===== config.mk =====
export PLATFORM = sky130hd
export DESIGN_NAME = alu_issue_queue_flat
export DESIGN_NICKNAME = d
export VERILOG_FILES = /design/src/rtl/alu_issue_queue_if.sv /design/src/rtl/alu_issue_queue.sv /design/src/flat_wrapper.sv
export SDC_FILE = /design/constraint.sdc
export NUM_CORES = 1
export LEC_CHECK = 0
export ABC_AREA = 1
export CORE_AREA = 8 8 87 89
export DETAILED_ROUTE_END_ITERATION = 8
export DIE_AREA = 0 0 95 97
export PLACE_DENSITY = 0.76
export SLEW_MARGIN = 20
export SYNTH_ARGS = -nofsm -noshare
export SYNTH_HDL_FRONTEND = slang
export SYNTH_SLANG_ARGS = --single-unit

===== constraint.sdc =====
create_clock -name clk -period 2.2 [get_ports clk]
set_clock_uncertainty 0.1 [all_clocks]
set_input_delay 0.22 -clock clk [delete_from_list [all_inputs] [get_ports clk]]
set_output_delay 0.22 -clock clk [all_outputs]
set_load 0.05 [all_outputs]

===== src/rtl/alu_issue_queue_if.sv =====
// Command-side handshake, ALU issue bus and status for alu_issue_queue.
// master drives commands and controls; slave is the queue itself.
interface alu_issue_queue_if #(
  parameter int unsigned DEPTH = 4,
  parameter int unsigned SEQ_W = 4
);
  localparam int unsigned CNT_W = $clog2(DEPTH) + 1;

  logic             in_valid;
  logic             in_ready;
  logic [1:0]       in_sel;
  logic [3:0]       in_a;
  logic [3:0]       in_b;
  logic             stall;
  logic             err_clr;
  logic             alu_valid;
  logic [1:0]       alu_sel;
  logic [3:0]       alu_a;
  logic [3:0]       alu_b;
  logic             res_valid;
  logic [SEQ_W-1:0] res_seq;
  logic             div0_err;
  logic [CNT_W-1:0] count;

  modport master (
    output in_valid, in_sel, in_a, in_b, stall, err_clr,
    input  in_ready, alu_valid, alu_sel, alu_a, alu_b, res_valid, res_seq, div0_err, count
  );

  modport slave (
    input  in_valid, in_sel, in_a, in_b, stall, err_clr,
    output in_ready, alu_valid, alu_sel, alu_a, alu_b, res_valid, res_seq, div0_err, count
  );
endinterface


===== src/rtl/alu_issue_queue.sv =====
// Command FIFO and issue controller in front of the registered 4-bit ALU; screens div-by-zero
// and emits a result strobe aligned with the ALU output register.
module alu_issue_queue #(
  parameter int unsigned DEPTH = 4,
  parameter int unsigned SEQ_W = 4
) (
  input logic            clk,
  input logic            reset,
  alu_issue_queue_if.slave bus
);
  localparam int unsigned PTR_W = $clog2(DEPTH);
  localparam int unsigned CNT_W = PTR_W + 1;

  logic [1:0] mem_sel [DEPTH];
  logic [3:0] mem_a   [DEPTH];
  logic [3:0] mem_b   [DEPTH];

  logic [PTR_W-1:0] wr_ptr_q, wr_ptr_d, rd_ptr_q, rd_ptr_d;
  logic [CNT_W-1:0] count_q, count_d;
  logic [SEQ_W-1:0] seq_q, seq_d;
  logic             alu_valid_q, alu_valid_d;
  logic [1:0]       alu_sel_q, alu_sel_d;
  logic [3:0]       alu_a_q, alu_a_d, alu_b_q, alu_b_d;
  logic [SEQ_W-1:0] alu_seq_q, alu_seq_d;
  logic             res_valid_q, res_valid_d;
  logic [SEQ_W-1:0] res_seq_q, res_seq_d;
  logic             div0_err_q, div0_err_d;

  logic       ready, push, pop, div0, issue;
  logic [1:0] head_sel;
  logic [3:0] head_a, head_b;

  // Readiness comes from state only, so a full queue never accepts on a popping edge.
  assign ready    = count_q < CNT_W'(DEPTH);
  assign push     = bus.in_valid & ready;
  assign pop      = (count_q != '0) & ~bus.stall;
  assign head_sel = mem_sel[rd_ptr_q];
  assign head_a   = mem_a[rd_ptr_q];
  assign head_b   = mem_b[rd_ptr_q];
  assign div0     = pop & (head_sel == 2'd3) & (head_b == 4'd0);
  assign issue    = pop & ~div0;

  always_ff @(posedge clk) begin
    if (push) begin
      mem_sel[wr_ptr_q] <= bus.in_sel;
      mem_a[wr_ptr_q]   <= bus.in_a;
      mem_b[wr_ptr_q]   <= bus.in_b;
    end
  end

  always_comb begin
    wr_ptr_d    = wr_ptr_q;
    rd_ptr_d    = rd_ptr_q;
    count_d     = count_q;
    seq_d       = seq_q;
    alu_valid_d = issue;
    alu_sel_d   = alu_sel_q;
    alu_a_d     = alu_a_q;
    alu_b_d     = alu_b_q;
    alu_seq_d   = alu_seq_q;
    res_valid_d = alu_valid_q;
    res_seq_d   = res_seq_q;
    div0_err_d  = div0_err_q;

    if (push) wr_ptr_d = wr_ptr_q + PTR_W'(1);
    if (pop)  rd_ptr_d = rd_ptr_q + PTR_W'(1);

    case ({push, pop})
      2'b10:   count_d = count_q + CNT_W'(1);
      2'b01:   count_d = count_q - CNT_W'(1);
      default: count_d = count_q;
    endcase

    if (issue) begin
      alu_sel_d = head_sel;
      alu_a_d   = head_a;
      alu_b_d   = head_b;
      alu_seq_d = seq_q;
      seq_d     = seq_q + SEQ_W'(1);
    end

    // res_* shadows the ALU output register one cycle behind alu_*.
    if (alu_valid_q) res_seq_d = alu_seq_q;

    if (div0)             div0_err_d = 1'b1;
    else if (bus.err_clr) div0_err_d = 1'b0;
  end

  always_ff @(posedge clk or posedge reset) begin
    if (reset) begin
      wr_ptr_q    <= '0;
      rd_ptr_q    <= '0;
      count_q     <= '0;
      seq_q       <= '0;
      alu_valid_q <= 1'b0;
      alu_sel_q   <= '0;
      alu_a_q     <= '0;
      alu_b_q     <= '0;
      alu_seq_q   <= '0;
      res_valid_q <= 1'b0;
      res_seq_q   <= '0;
      div0_err_q  <= 1'b0;
    end else begin
      wr_ptr_q    <= wr_ptr_d;
      rd_ptr_q    <= rd_ptr_d;
      count_q     <= count_d;
      seq_q       <= seq_d;
      alu_valid_q <= alu_valid_d;
      alu_sel_q   <= alu_sel_d;
      alu_a_q     <= alu_a_d;
      alu_b_q     <= alu_b_d;
      alu_seq_q   <= alu_seq_d;
      res_valid_q <= res_valid_d;
      res_seq_q   <= res_seq_d;
      div0_err_q  <= div0_err_d;
    end
  end

  assign bus.in_ready  = ready;
  assign bus.count     = count_q;
  assign bus.alu_valid = alu_valid_q;
  assign bus.alu_sel   = alu_sel_q;
  assign bus.alu_a     = alu_a_q;
  assign bus.alu_b     = alu_b_q;
  assign bus.res_valid = res_valid_q;
  assign bus.res_seq   = res_seq_q;
  assign bus.div0_err  = div0_err_q;
endmodule


===== src/flat_wrapper.sv =====
// flat-port wrapper written by rule: the top's interface ports become plain ports
module alu_issue_queue_flat 
#(
  parameter int unsigned DEPTH = 4,
  parameter int unsigned SEQ_W = 4
)
  (clk, reset, bus_in_valid, bus_in_sel, bus_in_a, bus_in_b, bus_stall, bus_err_clr, bus_in_ready, bus_alu_valid, bus_alu_sel, bus_alu_a, bus_alu_b, bus_res_valid, bus_res_seq, bus_div0_err, bus_count);
  alu_issue_queue_if #(.DEPTH(DEPTH), .SEQ_W(SEQ_W)) bus_i ();
  input logic clk;
  input logic reset;
  input wire logic [$bits(bus_i.in_valid)-1:0] bus_in_valid;
  input wire logic [$bits(bus_i.in_sel)-1:0] bus_in_sel;
  input wire logic [$bits(bus_i.in_a)-1:0] bus_in_a;
  input wire logic [$bits(bus_i.in_b)-1:0] bus_in_b;
  input wire logic [$bits(bus_i.stall)-1:0] bus_stall;
  input wire logic [$bits(bus_i.err_clr)-1:0] bus_err_clr;
  output wire logic [$bits(bus_i.in_ready)-1:0] bus_in_ready;
  output wire logic [$bits(bus_i.alu_valid)-1:0] bus_alu_valid;
  output wire logic [$bits(bus_i.alu_sel)-1:0] bus_alu_sel;
  output wire logic [$bits(bus_i.alu_a)-1:0] bus_alu_a;
  output wire logic [$bits(bus_i.alu_b)-1:0] bus_alu_b;
  output wire logic [$bits(bus_i.res_valid)-1:0] bus_res_valid;
  output wire logic [$bits(bus_i.res_seq)-1:0] bus_res_seq;
  output wire logic [$bits(bus_i.div0_err)-1:0] bus_div0_err;
  output wire logic [$bits(bus_i.count)-1:0] bus_count;
  assign bus_i.in_valid = bus_in_valid;
  assign bus_i.in_sel = bus_in_sel;
  assign bus_i.in_a = bus_in_a;
  assign bus_i.in_b = bus_in_b;
  assign bus_i.stall = bus_stall;
  assign bus_i.err_clr = bus_err_clr;
  assign bus_in_ready = bus_i.in_ready;
  assign bus_alu_valid = bus_i.alu_valid;
  assign bus_alu_sel = bus_i.alu_sel;
  assign bus_alu_a = bus_i.alu_a;
  assign bus_alu_b = bus_i.alu_b;
  assign bus_res_valid = bus_i.res_valid;
  assign bus_res_seq = bus_i.res_seq;
  assign bus_div0_err = bus_i.div0_err;
  assign bus_count = bus_i.count;
  alu_issue_queue #(.DEPTH(DEPTH), .SEQ_W(SEQ_W)) u_core (.clk(clk), .reset(reset), .bus(bus_i));
endmodule

==> results <==
## kinds of logic (layout without fill, tap and decap cells)
kind of cell / count (synthesis) / in the layout / synth area share, %
xor gates and xnor gates: 7 / 7 / 2.06
and+or+nand+nor: 119 / 119 / 16.9
DFF: 72 / 72 / 67.3
AOI/OAI and AO/OA: 20 / 20 / 3.66
buffers and inverters: 37 / 88 / 5.42
adders and majority gates: 7 / 7 / 3.20
muxes: 4 / 4 / 1.51
## metal layers
layer | up-vias | global-route usage [%] | routed length, µm
met5 | - | 0 | 0
met1 | 873 | 14.7 | 2390
met3 | 10 | 4.56 | 385
li1 | 961 | - | -
met2 | 50 | 20.8 | 2650
met4 | 0 | 4.57 | 74
## worst max path at each step
stage	start	to	cells past startpoint
CTS	u_core.bus.count[2]	bus_in_ready	2
finish	u_core.bus.count[2]	bus_in_ready	2
global route	u_core.bus.count[2]	bus_in_ready	2
global placement	bus_stall	u_core.bus.count[2]	8
detailed placement	bus_stall	u_core.bus.count[2]	8
floorplan	u_core.bus.count[2]	u_core.bus.count[2]	8
## critical path, stage by stage (launching register included)
cell and delay [ns]:
dfrtp_2 0.44, clkinvlp_4 0.12, clkdlybuf4s50_1 0.82
## per-stage QoR
stage                     cell area (µm²)  utilization (%)  setup slack, ns
final                                3680             59.3            0.167
after global placement               3470             56.0            0.258
after floorplan                      3020                -           0.0105
after CTS                            3680             59.3            0.146
after global routing                 3680             59.3            0.128
after detailed placement             3470             56.0            0.213
## synth_stat cells, drive strengths merged
master	count	area [µm²]
ha	6	75.1
inv	27	101
mux2	4	45.0
dfrtp	32	801
a21oi	3	18.8
nand2	74	293
fa	1	20.0
xnor2	2	17.5
o21ai	13	65.1
xor2	5	43.8
clkbuf	2	7.51
nor2	17	68.8
o22ai	4	25.0
buf	8	52.6
nand3	28	140
edfxtp	40	1200
## final cells by class
type | instances | area [µm²]
fill | 491 | 2530
sequential | 72 | 2010
multi-input combinational | 157 | 842
timing repair buffer | 45 | 425
clock buffer | 11 | 131
inverter | 27 | 105
tap | 77 | 96.3
clock inverter | 5 | 71.3
## state kept, by name (all words and copies together), names as in the netlist
| signal | cells |
|---|---|
| u_core.alu_seq_q | 4 |
| u_core.bus.alu_a | 4 |
| u_core.bus.alu_b | 4 |
| u_core.bus.alu_sel | 2 |
| u_core.bus.alu_valid | 1 |
| u_core.bus.count | 3 |
| u_core.bus.div0_err | 1 |
| u_core.bus.res_seq | 4 |
| u_core.bus.res_valid | 1 |
| u_core.mem_a | 16 |
| u_core.mem_b | 16 |
| u_core.mem_sel | 8 |
| u_core.rd_ptr_q | 2 |
| u_core.seq_q | 4 |
| u_core.wr_ptr_q | 2 |
## report_power, final
group	internal [mW]	switching, mW	total [mW]
Combinational	0.818	1.54	2.36
Clock	0.628	0.440	1.07
Sequential	1.82	0.213	2.03
==> results.yml <==
worst_setup_path:
  required_ns: 1.88
  rrSetupSlack_ns: 0.34
  cp_max_fo: 3
  critPathCaptureType: "primary output"
  timing.rr.end: "u_core.bus.alu_sel[0]"
  r2r-start: "u_core.rd_ptr_q[0]"
  ff2ff_path_depth: 10
  worstPathArrival_ns: 1.71
  path_class: "reg2out"
  start_kind: "flip-flop"
global_routing:
  grt_pass1_wl_um: 8970
  grt_pass1_vias: 1932
  overflow: 0
  antenna_found_initial: 0
  grt_max_degree: 33
  grtUsageTotal_pct: 12.7
place:
  dp_cells: 378
  gp_congestion: 0.691
  place.port_buffers: 35
  place_hpwl_um: 3750
sta:
  period_minus_slack_ns: 2.03
  holdWs_ns: 0.168
  setup_tns_ns: 0
  drv_slew: 0
  worst_slew_pin_slew_ns: 0.512
  finalHoldViolCount: 0
  setup_violations: 0
  timing.max_slew.rel_slack_pct: 65.8
  fmax_ghz: 0.492
  period_share_pct: 92.4
  rsz0062_at_grt: "false"
power:
  leakage_nw: 1.60
  ir_drop_mv: 0.918
  total_power_mw: 5.45
  p_per_area_mw_per_mm2: 1480
clocking:
  cts_setup_buffers: 0
  clkLatencyLatePin_ns: 0.34
  htree_levels: 3
  cts_root_buf: "clkbuf_8"
  ctsResizeCount: 0
  cts_tree: "yes"
  cts_sinks: 72
  cts_buffer_depth: 2
  cts_made_buffers: 9
  hold_buffers: 0
  clk_pin_slew_ns: 0.07
layout:
  antenna_cells: 0
  areaGrowthSynthToFinish_pct: 23.6
  final_common_cell: "nand2_1"
  final_nets: 334
  drive_above_1_share_pct: 12.0
  instances_no_fill: 394
  final_cell_mix: "71 x nand2_1, 40 x edfxtp_1, 35 x clkdlybuf4s50_1, 29 x dfrtp_1, 28 x nand3_1"
floorplan:
  dieArea_mm2: 0.00922
  fp.dieW_um: 95
  ios: 36
  start_util_pct: 48.0
  die_h_um: 97
  row_count: 29
  coreArea_mm2: 0.00620
yosys:
  synthDistinctLibCells: 22
  synth_area_mm2: 0.00298
  syn_nets: 288
  postSynthCellCount: 266
  synth-seq-area-share_pct: 67.3
  ys_warn_count: 0
  avgSynthCellArea_um2: 11.2
  synth-seq-cells: 72
routing:
  wl_per_cell_um: 14.0
  viasPerCell: 4.81
  vias: 1894
  ant_nets: 0
  drt_iter0_drc: 81
  wirelength_um: 5500
  drc: 0
  first_pass_iters: 4
run_status:
  status: "complete, no violations"
job:
  cap_viol_max_count: 0
worst_hold_path:
  min_path_type: "in2async"
(Power assumes the default switching activity.)
